**src/rtl/fir_pkg.sv**
```systemverilog
// rtl/fir_pkg.sv - shared widths, bank/state encodings and accumulator sizing for fir_lpf_param
package fir_pkg;

    localparam int DEF_NTAPS      = 31;
    localparam int DEF_ADDR_W     = 5;
    localparam int DEF_DATA_W     = 16;
    localparam int DEF_COEFF_W    = 10;
    localparam int DEF_COEFF_FRAC = 10;

    // Entries held per coefficient bank; any tap index beyond this reads as zero.
    localparam int BANK_TAPS      = 31;

    localparam logic BANK_WN0625 = 1'b0;
    localparam logic BANK_WN0075 = 1'b1;

    typedef enum logic [1:0] {
        IDLE = 2'd0,
        MAC  = 2'd1,
        OUT  = 2'd2
    } fir_state_t;

    function automatic int acc_width(input int data_w, input int coeff_w, input int ntaps);
        return data_w + coeff_w + $clog2(ntaps);
    endfunction

endpackage

```
**src/rtl/lpf_coeff_bank.sv**
```systemverilog
// rtl/lpf_coeff_bank.sv - combinational ROM holding the Wn .0625 and Wn .0075 31-tap low-pass tables
module lpf_coeff_bank
    import fir_pkg::*;
#(
    parameter int ADDR_W  = DEF_ADDR_W,
    parameter int COEFF_W = DEF_COEFF_W
) (
    input  logic [ADDR_W-1:0]         i_index,
    input  logic [0:0]                i_bank,
    output logic signed [COEFF_W-1:0] o_coeff
);

    // Symmetric Hamming-windowed sinc taps scaled by 1024; sums are 1023 and 1021.
    localparam int WN0625_TBL [BANK_TAPS] = '{
        0, 1, 2, 4, 7, 11, 17, 25, 33, 42, 51, 60, 68, 74, 77, 79,
        77, 74, 68, 60, 51, 42, 33, 25, 17, 11, 7, 4, 2, 1, 0
    };
    localparam int WN0075_TBL [BANK_TAPS] = '{
        5, 6, 7, 10, 14, 19, 25, 31, 37, 43, 48, 53, 58, 61, 62, 63,
        62, 61, 58, 53, 48, 43, 37, 31, 25, 19, 14, 10, 7, 6, 5
    };

    logic [4:0] w_idx;
    logic       w_in_range;

    assign w_idx      = i_index[4:0];
    assign w_in_range = (i_index < ADDR_W'(BANK_TAPS));

    always_comb begin
        o_coeff = '0;
        if (w_in_range) begin
            if (i_bank == BANK_WN0625) begin
                o_coeff = COEFF_W'(WN0625_TBL[w_idx]);
            end else begin
                o_coeff = COEFF_W'(WN0075_TBL[w_idx]);
            end
        end
    end

endmodule

```
**src/rtl/fir_lpf_param.sv**
```systemverilog
// rtl/fir_lpf_param.sv - sequential-MAC low-pass FIR over a circular sample buffer; FIR_SYM_FOLD_EN folds symmetric taps
module fir_lpf_param
    import fir_pkg::*;
#(
    parameter int NTAPS      = DEF_NTAPS,
    parameter int ADDR_W     = DEF_ADDR_W,
    parameter int DATA_W     = DEF_DATA_W,
    parameter int COEFF_W    = DEF_COEFF_W,
    parameter int COEFF_FRAC = DEF_COEFF_FRAC
) (
    input  logic                     clock,
    input  logic                     reset,
    input  logic                     ready,
    input  logic signed [DATA_W-1:0] x,
    input  logic                     bank_sel,
    output logic signed [DATA_W-1:0] y,
    output logic                     y_valid,
    output logic                     busy,
    output logic                     overrun
);

    localparam int DEPTH = 2**ADDR_W;
    localparam int ACC_W = acc_width(DATA_W, COEFF_W, NTAPS);
`ifdef FIR_SYM_FOLD_EN
    localparam int MUL_W  = DATA_W + 1;
    localparam int LAST_K = (NTAPS - 1) / 2;
`else
    localparam int MUL_W  = DATA_W;
    localparam int LAST_K = NTAPS - 1;
`endif
    localparam int PROD_W = MUL_W + COEFF_W;

    fir_state_t               r_state;
    fir_state_t               w_next_state;
    logic [ADDR_W-1:0]        r_offset;
    logic [ADDR_W-1:0]        r_k;
    logic                     r_bank;
    logic signed [ACC_W-1:0]  r_acc;
    logic signed [DATA_W-1:0] r_buf [DEPTH];
    logic signed [DATA_W-1:0] r_y;
    logic                     r_y_valid;
    logic                     r_overrun;

    logic [ADDR_W-1:0]        w_addr_a;
    logic signed [DATA_W-1:0] w_samp_a;
    logic signed [COEFF_W-1:0] w_coeff;
    logic signed [MUL_W-1:0]  w_mul_in;
    logic signed [PROD_W-1:0] w_mul_ext;
    logic signed [PROD_W-1:0] w_coeff_ext;
    logic signed [PROD_W-1:0] w_prod;
    logic signed [ACC_W-1:0]  w_prod_ext;
    logic                     w_last_k;

    lpf_coeff_bank #(
        .ADDR_W  (ADDR_W),
        .COEFF_W (COEFF_W)
    ) u_coeff_bank (
        .i_index (r_k),
        .i_bank  (r_bank),
        .o_coeff (w_coeff)
    );

    // Tap k=0 is the newest sample; older samples sit at decreasing addresses.
    assign w_addr_a = r_offset - r_k;
    assign w_samp_a = r_buf[w_addr_a];
    assign w_last_k = (r_k == ADDR_W'(LAST_K));

`ifdef FIR_SYM_FOLD_EN
    logic [ADDR_W-1:0]        w_addr_b;
    logic signed [DATA_W-1:0] w_samp_b;

    // Mirror taps share a coefficient; the centre tap is multiplied on its own.
    assign w_addr_b = r_offset - (ADDR_W'(NTAPS - 1) - r_k);
    assign w_samp_b = r_buf[w_addr_b];
    assign w_mul_in = w_last_k ? {w_samp_a[DATA_W-1], w_samp_a}
                               : {w_samp_a[DATA_W-1], w_samp_a} + {w_samp_b[DATA_W-1], w_samp_b};
`else
    assign w_mul_in = w_samp_a;
`endif

    assign w_mul_ext   = {{COEFF_W{w_mul_in[MUL_W-1]}}, w_mul_in};
    assign w_coeff_ext = {{MUL_W{w_coeff[COEFF_W-1]}}, w_coeff};
    assign w_prod      = w_mul_ext * w_coeff_ext;
    assign w_prod_ext  = {{(ACC_W-PROD_W){w_prod[PROD_W-1]}}, w_prod};

    always_ff @(posedge clock) begin
        if (reset) begin
            r_state <= IDLE;
        end else begin
            r_state <= w_next_state;
        end
    end

    always_comb begin
        w_next_state = r_state;
        case (r_state)
            IDLE:    if (ready) w_next_state = MAC;
            MAC:     if (w_last_k) w_next_state = OUT;
            OUT:     w_next_state = IDLE;
            default: w_next_state = IDLE;
        endcase
    end

    always_comb begin
        busy = (r_state == MAC) || (r_state == OUT);
    end

    always_ff @(posedge clock) begin
        if (reset) begin
            r_offset  <= '0;
            r_k       <= '0;
            r_bank    <= BANK_WN0625;
            r_acc     <= '0;
            r_y       <= '0;
            r_y_valid <= 1'b0;
            r_overrun <= 1'b0;
            for (int i = 0; i < DEPTH; i++) begin
                r_buf[i] <= '0;
            end
        end else begin
            r_y_valid <= 1'b0;
            // A strobe during a pass is dropped without touching the buffer.
            r_overrun <= ready && (r_state != IDLE);
            case (r_state)
                IDLE: begin
                    if (ready) begin
                        r_buf[r_offset + ADDR_W'(1)] <= x;
                        r_offset <= r_offset + ADDR_W'(1);
                        r_bank   <= bank_sel;
                        r_acc    <= '0;
                        r_k      <= '0;
                    end
                end
                MAC: begin
                    r_acc <= r_acc + w_prod_ext;
                    r_k   <= r_k + ADDR_W'(1);
                end
                OUT: begin
                    r_y       <= r_acc[COEFF_FRAC +: DATA_W];
                    r_y_valid <= 1'b1;
                end
                default: begin
                end
            endcase
        end
    end

    assign y       = r_y;
    assign y_valid = r_y_valid;
    assign overrun = r_overrun;

endmodule

```
**config.mk**
```make
export PLATFORM = sky130hd
export DESIGN_NAME = fir_lpf_param
export DESIGN_NICKNAME = d
export VERILOG_FILES = /design/src/rtl/fir_pkg.sv /design/src/rtl/lpf_coeff_bank.sv /design/src/rtl/fir_lpf_param.sv
export SDC_FILE = /design/constraint.sdc
export NUM_CORES = 1
export LEC_CHECK = 0
export ABC_CLOCK_PERIOD_IN_PS = 7000
export BUFFER_PORTS_ARGS = -buffer_cell sky130_fd_sc_hd__buf_4
export CELL_PAD_IN_SITES_DETAIL_PLACEMENT = 1
export CELL_PAD_IN_SITES_GLOBAL_PLACEMENT = 1
export CORE_UTILIZATION = 48
export CTS_CLUSTER_DIAMETER = 120
export DETAILED_ROUTE_END_ITERATION = 6
export GPL_TIMING_DRIVEN = 1
export PLACE_DENSITY_LB_ADDON = 0.2
export SYNTH_ARGS = -nofsm -noshare
export SYNTH_HDL_FRONTEND = slang
export SYNTH_SLANG_ARGS = --single-unit
export TNS_END_PERCENT = 30
```
**constraint.sdc**
```tcl
create_clock -name clock -period 7 [get_ports clock]
set_input_delay 1.4 -clock clock [delete_from_list [all_inputs] [get_ports clock]]
set_output_delay 1.4 -clock clock [all_outputs]
set_load 0.005 [all_outputs]
```
Word-level counts from Yosys, hierarchy flattened
Memory sizes are Yosys's and may differ from the RTL's.
Index checks and enable logic that the tools add are counted.
Widths: inputs -> output; s select.
{"block": "word_totals", "register_bits": 62, "ramBits": 512, "mem_bits_ro": 2048, "in_bits": 20, "out_inout_bits": 19, "word_cells": 56, "n_memories": 3}
{"name": "(no name shown)", "depth": 32, "word_bits": 32, "read_ports": 1, "rd_ports_with_merged_regs": 0, "wr": 0, "line": "lpf_coeff_bank.sv:33", "rtl": "o_coeff = COEFF_W'(WN0625_TBL[w_idx]);"}
{"name": "(no name shown)", "depth": 32, "word_bits": 32, "read_ports": 1, "rd_ports_with_merged_regs": 0, "wr": 0, "line": "lpf_coeff_bank.sv:35", "rtl": "o_coeff = COEFF_W'(WN0075_TBL[w_idx]);"}
{"name": "r_buf", "depth": 32, "word_bits": 16, "read_ports": 1, "rd_ports_with_merged_regs": 0, "wr": 32, "line": "fir_lpf_param.sv:39", "rtl": "logic signed [DATA_W-1:0] r_buf [DEPTH];"}
{"block": "op_classes", "addsub": 4, "n_mul": 1, "n_lt_le_gt_ge": 2, "eq_ne": 5, "mux": 23, "bitwise_logic": 1, "n_reduce_logical": 9}
{"cell": "$pmux 31 s2", "count": 1}
{"cell": "$mux 10", "count": 6}
{"cell": "$add 31x26->31", "count": 1}
{"cell": "$mux 31", "count": 1}
{"cell": "$mul 16x10->26", "count": 1}
{"cell": "$mux 16", "count": 1}
{"cell": "$reduce_or 16->1", "count": 1}
{"cell": "$add 5x1->5 const B", "count": 2}
{"cell": "$mux 5", "count": 2}
{"cell": "$pmux 5 s2", "count": 1}
{"cell": "$mux 1", "count": 8}
{"cell": "$ge 6x6->1 const B", "count": 1}
{"cell": "$not 5->6", "count": 1}
{"cell": "$reduce_and 2->1", "count": 3}
{"cell": "$eq 5x5->1 const B", "count": 1}
{"cell": "$lt 5x5->1 const B", "count": 1}
{"cell": "$sub 5x5->5", "count": 1}
{"cell": "$mux 2", "count": 2}
{"cell": "$ne 2x2->1 const B", "count": 2}
{"cell": "$pmux 2 s2", "count": 1}
{"cell": "$reduce_bool 2->1", "count": 2}
{"cell": "$eq 2x1->1 const B", "count": 1}
{"cell": "$eq 2x2->1 const B", "count": 1}
{"cell": "$logic_not 2->1", "count": 1}
{"cell": "2 further kinds", "count": 2}

Longest topological paths before layout
{"block": "logic_depth", "word_depth": 9, "mapped_depth": 30, "depth_no_buf": 28}

Hierarchy
A second synthesis with hierarchy kept.
{"block": "hier_totals", "hier_cells": 2487, "hier_area_um2": 32982.9}
{"mod": "fir_lpf_param", "instances": 1, "cells_per_inst": 2378, "area_per_inst_um2": 32217.1, "seq_area_each_um2": 16515.8}
{"mod": "lpf_coeff_bank", "instances": 1, "cells_per_inst": 109, "area_per_inst_um2": 765.7, "seq_area_each_um2": 0.0}

Worst setup path before layout
OpenSTA, ideal clock, no wires.
{"block": "synth_timing", "path_type": "register to register", "from": "register r_offset[0]", "to": "register r_acc[25]", "setup_ps": 128, "arrival_time_ps": 6744, "required_time_ps": 6872, "path_slack_ps": 128, "stages_incl_launch_ff": 27, "n_path_buf": 3, "period_less_slack_ps": 6872, "cell_sequence": "dfxtp_1 -> inv_1 -> ha_1 -> fa_1 -> buf_2 -> buf_2 -> buf_2 -> mux4_2 -> mux2i_1 -> a221o_1 -> or2_1 -> fa_1 -> inv_1 -> fa_1 -> fa_1 -> fa_1 -> inv_1 -> fa_1 -> inv_1 -> ha_1 -> a21oi_1 -> o211ai_1 -> a31oi_1 -> o21ai_0 -> a311oi_1 -> xnor2_1 -> o21ai_0"}
{"block": "synth_via", "elab_chain_cells": 5}
{"element": "start: declaration", "line": "fir_lpf_param.sv:35", "rtl": "logic [ADDR_W-1:0] r_offset;"}
{"element": "start signal: assignment", "line": "fir_lpf_param.sv:128", "rtl": "r_offset <= r_offset + ADDR_W'(1);"}
{"element": "$sub 5x5->5", "line": "fir_lpf_param.sv:64", "rtl": "assign w_addr_a = r_offset - r_k;"}
{"element": "$mem_v2 32x16"}
{"element": "$mul 16x10->26", "line": "fir_lpf_param.sv:83", "rtl": "assign w_prod = w_mul_ext * w_coeff_ext;"}
{"element": "$add 31x26->31", "line": "fir_lpf_param.sv:135", "rtl": "r_acc <= r_acc + w_prod_ext;"}
{"element": "$pmux 31 s2", "line": "fir_lpf_param.sv:124", "rtl": "case (r_state)"}
{"element": "end signal: assignment", "line": "fir_lpf_param.sv:135"}
{"element": "end: declaration", "line": "fir_lpf_param.sv:38", "rtl": "logic signed [ACC_W-1:0] r_acc;"}
No other way between the ends.
A chain may end at the register's enable or synchronous reset.

Worst setup path in the final report
{"block": "layout_timing", "from": "register r_offset[0]", "to": "register r_acc[20]"}
The elaborated chain is that of the path after synthesis.

==> run_results.csv <==
group,metric,value,unit
global_routing,grt_pass1_wl,136000,um
detailed_routing,detail_route.wirelength,89600,um
cts,tritoncts.num_buffers,61,
logic_synthesis,synth_ff_type,"sky130_fd_sc_hd__edfxtp_1",
critical_path,worstPathRequired,7.50,ns
final_layout,antenna-diode-count,0,
cts,ctsHtreeMaxLevel,2,
timing,period_needed,7.12,ns
detailed_routing,viasPerCell,5.69,
timing,timing_max_transition_violations_final,0,
detailed_routing,route.detailed.drc,0,
logic_synthesis,synthesis.yosys.warnings,0,
global_routing,global_routing_usage_summed_across_all_routing_layers,27.3,%
logic_synthesis,async_reset_ff_share,0,%
cts,root_buffer,"sky130_fd_sc_hd__clkbuf_16",
logic_synthesis,synth-seq-cells,569,
worst_hold_path,hold_path_class,"register to register",
detailed_routing,drtAntennaViolNets,0,
cts,numClockSinks,569,
global_routing,grt-ovfl-total,0,
status,run_status,"finished with violations",
timing,peak_clock_frequency_supported_by_timing,0.141,GHz
run,maxCapViolCount,0,
logic_synthesis,synth.top_cell.area_share,48.6,%
logic_synthesis,yosys-top-cells-area,"sky130_fd_sc_hd__edfxtp_1 (49%), sky130_fd_sc_hd__and2_1 (10%), sky130_fd_sc_hd__mux4_2 (9.3%)",
timing,timing.max_slew.rel_slack,23.5,%
logic_synthesis,syn-instance-count,2422,
worst_hold_path,hold-path-cell-count,2,
placement,post-place-cells,3365,
timing,worst_pin_slew,1.14,ns
die,fp.coreArea,0.0648,mm^2
cts,cts_tree,"done",
timing,post-route-period-util,102,%
final_layout,flow.area_growth_from_synthesis,18.3,%
power_and_ir_drop,vdd_drop_max,0.209,mV
global_routing,pin_count_of_the_biggest_net_entering_global_routing,43,
critical_path,critPathLaunchType,"register",
placement,port_buffers,38,
critical_path,r2r-start,"r_offset[0]",
detailed_routing,drtIter0Drc,1469,
timing,fin_setup_tns,-0.358,ns
detailed_routing,via_count,20002,
timing,finalWorstSetupSlack,-0.116,ns
critical_path,r2r_setup_slack,-0.12,ns
logic_synthesis,seq_area_frac_synth,52.2,%
final_layout,fillers,6241,
final_layout,proportion_of_layout_cells_with_a_drive_suffix_above_1,27.2,%
critical_path,worst_path_max_delay_cell,"sky130_fd_sc_hd__fa_4",
critical_path,critPathArrivalTime,7.62,ns
worst_hold_path,origin_of_the_worst_min_delay_path,"r_acc[20]",
critical_path,worstPathMaxFanout,6,
critical_path,criticalPathCategory,"register to register",
die,boundaryPins,39,
timing,hold_violations,0,
detailed_routing,wl_per_cell,25.5,um
status,failed_checks,"negative setup slack",
logic_synthesis,synth.top_cells.by_count,"sky130_fd_sc_hd__and2_1 (518), sky130_fd_sc_hd__edfxtp_1 (512), sky130_fd_sc_hd__inv_1 (166)",
placement,dp_hpwl,58800,um
cts,ctsLongestPathBuffers,3,
die,initial_utilization,48.8,%
timing,finalClockSkew,0.0176,ns
timing,unrepaired_setup_endpoints_after_global_routing,"true",
placement,routabilityCongestion,0.846,
critical_path,rr_worst_depth,30,
die,floorplan_die_area,0.0669,mm^2
die,chipHeight,259,um
logic_synthesis,mappedNetlistArea,0.0316,mm^2
logic_synthesis,mappedNetlistNets,2635,
cts,worst_skew_pair_latency,0.64,ns
global_routing,initial_antenna_violation_count,2,
logic_synthesis,synth_edf_count,512,
final_layout,finish.net_count,2823,
global_routing,grt_pass1_vias,21931,
critical_path,regToRegEndpoint,"r_acc[20]",
detailed_routing,number_of_detailed_route_iterations_in_the_first_pass,5,
critical_path,critical_path.max_stage_delay,0.81,ns
timing,report.final.setup_viol,5,
die,placementRows,93,
worst_hold_path,whs_endpoint,"r_acc[20]",
final_layout,final_cell_count_no_fill,3516,
power_and_ir_drop,leakagePower,15.0,nW
logic_synthesis,netlist.top_cell.by_area,"sky130_fd_sc_hd__edfxtp_1",
die,die_width,259,um
logic_synthesis,syn_avg_cell_area,13.1,um^2
critical_path,setup.worst_path.end_class,"register",
power_and_ir_drop,power_density,253,mW/mm^2
logic_synthesis,cell_with_the_most_instances_after_synthesis,"sky130_fd_sc_hd__and2_1",
logic_synthesis,ys_types,57,
cts,clk_transition_reported_paths,0.06,ns
[what timing repair did]
item,4_1_cts,5_1_grt
pin swaps,68,35
endpoints found under the setup margin,16,16
cloned,3,0
gates resized for setup,168,58
hold buffers,0,0
hold endpoints to repair,0,0
buffers inserted,31,8
[cells by family after synthesis]
family	share of synthesized area [%]
mux	12.1
fa+ha+maj	10.3
xor+xnor	1.14
simple gates	15.7
flops	52.2
compound gates	4.01
buf+inv	4.56
[report_power, final]
group	switching [mW]	internal [mW]	leakage (nW)
logic	1.21	1.10	8.31
clock network	1.38	1.89	0.992
registers	0.0484	3.81	5.75
total	2.65	6.81	15.0
[worst max-delay path, delay by kind of cell (launching register included)]
| family | cells | cell delay (ns) |
|---|---|---|
| fa+ha+maj | 8 | 3.43 |
| mux | 2 | 0.45 |
| xor+xnor | 1 | 0.19 |
| compound gates | 6 | 0.93 |
| simple gates | 3 | 0.51 |
| flops | 1 | 0.33 |
| buf+inv | 10 | 1.13 |
[state kept, by name, indices dropped and copies added, names as in the netlist]
signal and cells:
r_state 2, r_buf 512, y 16, y_valid 1, r_bank 1, r_offset 5, overrun 1, r_k 5
r_acc 26
[worst max-delay path by stage]
stage,endpoint,depth (start not counted),startpoint,slack [ns]
after CTS,r_acc[23],29,r_offset[0],-0.04
after floorplan,r_acc[25],26,r_offset[0],0.13
after detailed placement,r_acc[25],27,r_offset[0],-0.57
after global placement,r_acc[25],27,r_offset[0],-0.34
after global routing,r_acc[20],30,r_offset[0],-0.30
final,r_acc[20],30,r_offset[0],-0.12
[final cells by class]
class | count | area [um^2] | area share, %
Timing Repair Buffer | 292 | 2580 | 6.89
Clock buffer | 71 | 1600 | 4.27
Clock inverter | 43 | 425 | 1.14
Tap cell | 855 | 1070 | 2.86
Multi-Input combinational cell | 1519 | 14600 | 39.0
Inverter | 167 | 627 | 1.68
Sequential cell | 569 | 16500 | 44.2
[layout by cell type, fill, tap and decap left out, types with 24 or more instances in the layout]
cell / count
sky130_fd_sc_hd__o21ai_0: 33
sky130_fd_sc_hd__a21oi_1: 26
sky130_fd_sc_hd__fa_1: 94
sky130_fd_sc_hd__nand2b_1: 24
sky130_fd_sc_hd__nor2b_1: 24
sky130_fd_sc_hd__and2_1: 517
sky130_fd_sc_hd__or2_2: 35
sky130_fd_sc_hd__nor2_1: 130
sky130_fd_sc_hd__buf_4: 247
sky130_fd_sc_hd__nand2_1: 78
sky130_fd_sc_hd__mux2i_1: 48
sky130_fd_sc_hd__edfxtp_1: 512
sky130_fd_sc_hd__dfxtp_1: 56
sky130_fd_sc_hd__mux4_2: 130
sky130_fd_sc_hd__ha_1: 60
sky130_fd_sc_hd__inv_1: 148
sky130_fd_sc_hd__clkbuf_16: 61
[metal layers]
metal	part of all wire [%]	vias up	global-route usage, %
met1	41	10548	35.2
met2	52	475	48.6
met4	2.3	0	7.41
li1	-	8852	-
met5	0	-	0
met3	4.7	127	3.13
[stage by stage]
stage                     total power, mW  hold WS (ns)  setup WS, ns  instance area, um^2  util, %
final                                9.45         0.482        -0.116                37400     57.7
after global routing                 9.77         0.526        -0.296                37400     57.7
after CTS                            9.39         0.483       -0.0435                37100     57.3
after detailed placement             5.88         0.486        -0.566                34000     52.4
after global placement               5.81         0.473        -0.343                34000     52.4
after floorplan                      5.05         0.446         0.128                31600        -
(Power assumes the default switching activity.)
